**config.mk**
```make
export PLATFORM = sky130hd
export DESIGN_NAME = iter_div_unit
export DESIGN_NICKNAME = d
export VERILOG_FILES = /design/src/rtl/iter_div_unit.sv
export SDC_FILE = /design/constraint.sdc
export NUM_CORES = 1
export LEC_CHECK = 0
export CAP_MARGIN = 40
export CORE_MARGIN = 10
export CORE_UTILIZATION = 55
export CTS_CLUSTER_DIAMETER = 60
export CTS_CLUSTER_SIZE = 12
export DETAILED_ROUTE_END_ITERATION = 10
export PLACE_DENSITY = 0.84
export SETUP_SLACK_MARGIN = 0.2
export SYNTH_ARGS = -nofsm -noshare
export SYNTH_HDL_FRONTEND = slang
export SYNTH_SLANG_ARGS = --single-unit
```
**constraint.sdc**
```tcl
create_clock -name clk -period 7.7 [get_ports clk]
set_input_delay 1.54 -clock clk [delete_from_list [all_inputs] [get_ports clk]]
set_output_delay 1.54 -clock clk [all_outputs]
set_load 0.01 [all_outputs]
```
**src/rtl/iter_div_unit.sv**
```systemverilog
// iter_div_unit -- multi-cycle radix-2 restoring divider for DIV/DIVU.
//
// A start pulse captures the operand magnitudes. The unit then produces one
// quotient bit per clock and writes the quotient to lo and the remainder to hi.
// While an operation is in flight, stall holds the pipeline.
//
// Configuration macro: DIV_SIGNED_EN
//   defined   : is_signed selects DIV (two's complement) or DIVU
//   undefined : every operation is unsigned and is_signed is ignored
//
// Ports
//   clk          rising-edge clock
//   rst          asynchronous, active-high reset
//   start        divide request, sampled only in IDLE or DONE
//   is_signed    1 = DIV, 0 = DIVU
//   a, b         dividend, divisor
//   flush        abort the in-flight operation; also rejects a same-cycle start
//   stall        combinational: start accepted or BUSY
//   done         one-cycle pulse after hi/lo receive a new result
//   div_by_zero  valid with done: divisor was zero
//   hi, lo       remainder / quotient result registers
//
// state | meaning
// ------+-----------------------------------------------------------
// IDLE  | no operation; hi/lo hold the last result
// BUSY  | iterating, one quotient bit per edge
// DONE  | result just written (done=1); a new start may be accepted
module iter_div_unit #(
   parameter int WIDTH = 32,
   parameter int CNT_W = 6
) (
   input  logic             clk,
   input  logic             rst,
   input  logic             start,
   input  logic             is_signed,
   input  logic [WIDTH-1:0] a,
   input  logic [WIDTH-1:0] b,
   input  logic             flush,
   output logic             stall,
   output logic             done,
   output logic             div_by_zero,
   output logic [WIDTH-1:0] hi,
   output logic [WIDTH-1:0] lo
);

   typedef enum logic [1:0] {S_IDLE, S_BUSY, S_DONE} state_t;

   state_t           state, state_nxt;
   logic [CNT_W-1:0] cnt;
   logic [WIDTH-1:0] dvd, rem, dsr;
   logic             start_acc, last_iter, rem_ge;
   logic [WIDTH:0]   rem_sh;
   logic [WIDTH-1:0] rem_nxt, dvd_nxt, a_mag, b_mag, q_fix, r_fix;

   assign start_acc = start & (state != S_BUSY) & ~flush;
   assign stall     = start_acc | (state == S_BUSY);
   assign last_iter = (cnt == CNT_W'(WIDTH - 1));

   // Keep the shifted-out remainder MSB so the compare never loses a carry.
   // The difference always fits in WIDTH bits because it is below the divisor.
   assign rem_sh  = {rem, dvd[WIDTH-1]};
   assign rem_ge  = (rem_sh >= {1'b0, dsr});
   assign rem_nxt = rem_ge ? (rem_sh[WIDTH-1:0] - dsr) : rem_sh[WIDTH-1:0];
   assign dvd_nxt = {dvd[WIDTH-2:0], rem_ge};

`ifdef DIV_SIGNED_EN
   logic a_neg, b_neg, q_neg, r_neg;

   assign a_neg = is_signed & a[WIDTH-1];
   assign b_neg = is_signed & b[WIDTH-1];
   assign a_mag = a_neg ? -a : a;
   assign b_mag = b_neg ? -b : b;
   assign q_fix = q_neg ? -dvd_nxt : dvd_nxt;
   assign r_fix = r_neg ? -rem_nxt : rem_nxt;

   always_ff @(posedge clk or posedge rst) begin
      if (rst) begin
         q_neg <= 1'b0;
         r_neg <= 1'b0;
      end else if (start_acc) begin
         q_neg <= a_neg ^ b_neg;
         r_neg <= a_neg;
      end
   end
`else
   logic sig_unused;

   assign sig_unused = is_signed;
   assign a_mag      = a;
   assign b_mag      = b;
   assign q_fix      = dvd_nxt;
   assign r_fix      = rem_nxt;
`endif

   always_ff @(posedge clk or posedge rst) begin
      if (rst) state <= S_IDLE;
      else     state <= state_nxt;
   end

   always_comb begin
      state_nxt = state;
      unique case (state)
         S_IDLE: if (start_acc) state_nxt = (b == '0) ? S_DONE : S_BUSY;
         S_BUSY: if (last_iter) state_nxt = S_DONE;
         S_DONE: begin
            if (start_acc) state_nxt = (b == '0) ? S_DONE : S_BUSY;
            else           state_nxt = S_IDLE;
         end
         default: state_nxt = S_IDLE;
      endcase
      if (flush) state_nxt = S_IDLE;
   end

   always_ff @(posedge clk or posedge rst) begin
      if (rst) begin
         cnt         <= '0;
         dvd         <= '0;
         rem         <= '0;
         dsr         <= '0;
         hi          <= '0;
         lo          <= '0;
         done        <= 1'b0;
         div_by_zero <= 1'b0;
      end else begin
         done        <= 1'b0;
         div_by_zero <= 1'b0;
         if (start_acc) begin
            cnt <= '0;
            dvd <= a_mag;
            rem <= '0;
            dsr <= b_mag;
            if (b == '0) begin
               lo          <= '1;
               hi          <= a;
               done        <= 1'b1;
               div_by_zero <= 1'b1;
            end
         end else if (state == S_BUSY && !flush) begin
            cnt <= cnt + 1'b1;
            dvd <= dvd_nxt;
            rem <= rem_nxt;
            // The last step's bits go straight into the fix-up.
            if (last_iter) begin
               lo   <= q_fix;
               hi   <= r_fix;
               done <= 1'b1;
            end
         end
      end
   end

endmodule

```
## Word level (Yosys, flattened, before mapping)

Cells that the tools add are included.

- Input port bits: 69
- Register bits after elaboration: 170
- Word-level logic and storage cells: 57

- Equality and inequality tests: 7
- $add $sub $neg: 2
- Reduce and logical (&&, ||, !) cells: 8
- Order comparisons: 1
- Muxes and demuxes: 26
- Bitwise operators: 4

Operator list:

| cell | count |
|---|---|
| $mux 32 | 13 |
| $ge 33x32->1 | 1 |
| $logic_not 32->1 | 1 |
| $sub 32x32->32 | 1 |
| $mux 6 | 2 |
| $mux 2 | 5 |
| $add 6x1->6 const B | 1 |
| $eq 6x5->1 const B | 1 |
| $ne 3x3->1 const B | 2 |
| $pmux 2 s3 | 1 |
| $mux 1 | 5 |
| $ne 2x1->1 const B | 2 |
| $reduce_bool 2->1 | 2 |
| $reduce_and 3->1 | 1 |
| $and 1x1->1 | 2 |
| $eq 2x1->1 const B | 1 |
| $eq 2x2->1 const B | 1 |
| $logic_not 2->1 | 1 |
| $reduce_and 2->1 | 1 |
| $logic_and 1x1->1 | 1 |
| $logic_not 1->1 | 1 |
| $not 1->1 | 1 |
| $or 1x1->1 | 1 |

## Depth between registers and ports, before layout

- Depth in word-level cells: 6
- Mapped depth: 14
- Gate-level depth less buffers: 13

## Least setup slack after synthesis

Ideal clock, no wire load.

- Path kind: input to output
- Start point: input flush
- End point: output stall
- Path buffers: 2
- Slack: 3,783 ps
- Required time: 6,160 ps
- Cell stages on the path: 4
- Data arrival time: 2,377 ps
- Cell sequence: nand2b_1 -> clkbuf_1 -> clkbuf_1 -> nand2_1

- Longest elaborated chain between the ends: 3

Ends and longest elaborated chain:

| element | line | text |
|---|---|---|
| from (decl) | 38 | `input logic flush,` |
| $not 1->1 | 55 | `assign start_acc = start & (state != S_BUSY) & ~flush;` |
| $and 1x1->1 | 55 |  |
| $or 1x1->1 | 56 | `assign stall = start_acc \| (state == S_BUSY);` |
| to (decl) | 39 | `output logic stall,` |

No other way between the ends.

## Final worst setup path

Same ends and word-level chain as after synthesis.

==> impl_metrics.py <==
metrics = {
    "worst_hold_path": {
        "hold_class": "reg -> reg",
    },
    "yosys": {
        "yosysMostFrequentCell": "nand2_1",
        "syn_nets": 1116,
        "synth_edf_count": 0,
        "yosys_warnings": 0,
        "ys_seq_area_share_pct": 46.7,
        "synthCells": 1013,
        "yosysTopAreaCell": "dfrtp_1",
        "syn-cell-area_um2": 9110,
        "avgSynthCellArea_um2": 8.99,
        "synth_common_cells": "nand2_1, dfrtp_1, o21ai_0, a21oi_1",
        "async_flop_share_pct": 100,
        "ys.flop_type": "dfrtp_1",
        "synth_top_cell_area_share_pct": 46.7,
        "synth_cell_types": 66,
        "ys_seq_elements": 170,
        "synth.top_cells.by_area": "dfrtp_1, nand2_1, o21ai_0",
    },
    "grt": {
        "gr-total-overflow": 0,
        "grt_max_degree": 97,
        "grt_pass1_vias": 7858,
        "antenna_found_initial": 0,
        "grt_pass1_wl_um": 41400,
        "grt_usage_pct": 23.2,
    },
    "routing": {
        "top_layer": "met4",
        "drcViolationCount": 0,
        "wl_met2_um": 11700,
        "wl_met1_um": 11300,
        "drt_wl_total_um": 25400,
        "avgRoutedWirePerCell_um": 18.8,
        "drtIter0Drc": 704,
        "ant_nets": 0,
        "via_count": 7978,
        "wl_met3_um": 1840,
        "viasPerCell": 5.91,
        "first_pass_iters": 6,
    },
    "timing": {
        "hold_violations": 0,
        "setup_viol": 0,
        "fin_tns_setup_ns": 0,
        "maxSlewViolCount": 0,
        "min_period_over_period_pct": 62.3,
        "grt_setup_unrepaired": "no",
        "fin_ws_ns": 2.90,
        "holdWs_ns": 0.478,
        "fin_crit_ns": 4.80,
        "fmax_mhz": 208,
        "relSlewSlack_pct": 44.0,
        "skew_ns": 0.00918,
        "tightestPinTransition_ns": 0.840,
    },
    "power_and_ir_drop": {
        "combinationalPowerShare_pct": 39.4,
        "power_frac_clock_pct": 26.6,
        "switchingPower_mw": 1.22,
        "powerDensity_nw_per_um2": 290,
        "seq_power_share_pct": 34.0,
        "p_leak_nw": 5.17,
        "p_int_mw": 2.04,
        "peakVddDrop_mv": 0.180,
        "p_sw_share_pct": 37.4,
        "power_mw": 3.26,
    },
    "finish": {
        "final_area_um2": 11200,
        "synthToLayoutAreaGrowth_pct": 23.4,
        "antenna_cells": 0,
        "fin_nets": 1225,
        "drive_gt1_share_pct": 6.53,
        "n_fill_cell": 1230,
    },
    "die": {
        "fp.dieH_um": 149,
        "start_util_pct": 56.7,
        "core_area_um2": 16100,
        "ios": 136,
        "die-area_um2": 22100,
        "fp.dieW_um": 149,
        "rows": 46,
    },
    "clocking": {
        "root_buffer": "clkbuf_16",
        "clk_latency_ns": 0.43,
        "postCtsHoldBufs": 0,
        "cts_num_sinks": 170,
        "path_clk_slew_ns": 0.06,
        "cts_buffer_depth": 2,
        "cts_tree": "built",
        "ctsHtreeMaxLevel": 4,
        "ctsResizeCount": 0,
        "post_cts_buffers": 0,
        "cts_inserted_buffers": 17,
    },
    "setup_path": {
        "worstSetupPathType": "in -> out",
        "end_kind": "output pin",
        "worstPathRequired_ns": 6.16,
        "crit_arrival_ns": 3.26,
        "critPathMaxFanout": 34,
        "crit_path_start_kind": "input pin",
    },
    "placement": {
        "dp_hpwl_um": 18400,
        "portBuffers": 134,
        "routabilityCongestion": 0.921,
        "dp_slack_ns": 2.87,
        "placed_area_um2": 10600,
    },
    "run": {
        "max_cap_viol_count": 0,
    },
    "run_status": {
        "status": "finished, final reports clean",
    },
}
path summary, 6_finish.rpt:
check / cells after the start / startpoint / slack (ns) / end
worst min register to register: 2 / dsr[0] / 0.48 / dsr[0]
worst min-delay path: 2 / dsr[0] / 0.48 / dsr[0]
worst max-delay path: 5 / flush / 2.90 / stall
min in group asynchronous: 2 / rst / 1.66 / cnt[2]
max in group asynchronous: 4 / rst / 4.88 / rem[13]
worst max register to register: 10 / rem[17] / 4.14 / hi[20]
per-stage QoR:
stage          utilization [%]  cells
3_5_place_dp              66.3   1319
2_1_floorplan                -   1013
3_3_place_gp              65.8   1316
5_1_grt                   70.0   1350
4_1_cts                   70.0   1350
6_report                  70.0   1350
power groups by stage:
stage	registers [mW]	clock network, mW	logic [mW]
after floorplan	1.08	0	0.984
after global placement	1.11	0	1.22
after detailed placement	1.12	0	1.26
after CTS	1.10	0.877	1.27
after global routing	1.12	0.914	1.42
final	1.11	0.866	1.28
worst max-delay path, stage by stage:
cell and delay (ns):
clkdlybuf4s50_1 0.62, nand2b_1 0.14, buf_4 0.33, nand2_1 0.12, clkdlybuf4s50_1 0.49
metal layers:
metal	up-vias	track usage (%)
met5	-	0
li1	3781	-
met1	3815	31.4
met2	325	36.3
met4	0	7.78
met3	57	4.40
cells in the final DEF, fill, tap and decap left out, types with 3 or more instances in the layout:
master and count:
a211oi_1 7, a21boi_0 3, a21o_1 14, a21oi_1 57, a221o_1 20, a31oi_1 13, a31oi_2 3, and3_1 22
buf_4 12, clkbuf_16 17, clkbuf_8 3, clkdlybuf4s50_1 134, dfrtp_1 170, ha_1 33, inv_1 42, inv_6 4
mux2_2 6, mux2_4 3, mux2i_1 19, nand2_1 202, nand2b_1 5, nand3_1 29, nand4_1 6, nor2_1 39
nor2b_1 5, nor3_1 11, nor4_1 9, o211ai_1 5, o21a_1 3, o21ai_0 112, o21ai_1 17, o31ai_1 4
or3_1 21, xnor2_1 19, xor2_1 13
state kept, by name, summed over array words and instances, names as in the netlist:
register	count
cnt	6
rem	32
dvd	32
state	2
div_by_zero	1
done	1
hi	32
lo	32
dsr	32
cells by family after synthesis:
kind of cell    count (synthesis)  share of synthesized area [%]
buf+inv                       102                           4.78
flops                         170                           46.7
simple gates                  368                           18.4
compound gates                279                           19.0
mux                            28                           3.32
fa+ha+maj                      34                           4.75
xor+xnor                       32                           3.08
final cells by class:
class                      count  area (um^2)  share of cell area (%)
multi-input combinational    741         4450                    39.6
clock buffer                  20          467                    4.15
timing repair buffer         149         1500                    13.4
sequential                   170         4250                    37.8
inverter                      43          166                    1.48
tap                          216          270                    2.40
clock inverter                11          133                    1.18
Power figures use the tool's default switching activity.
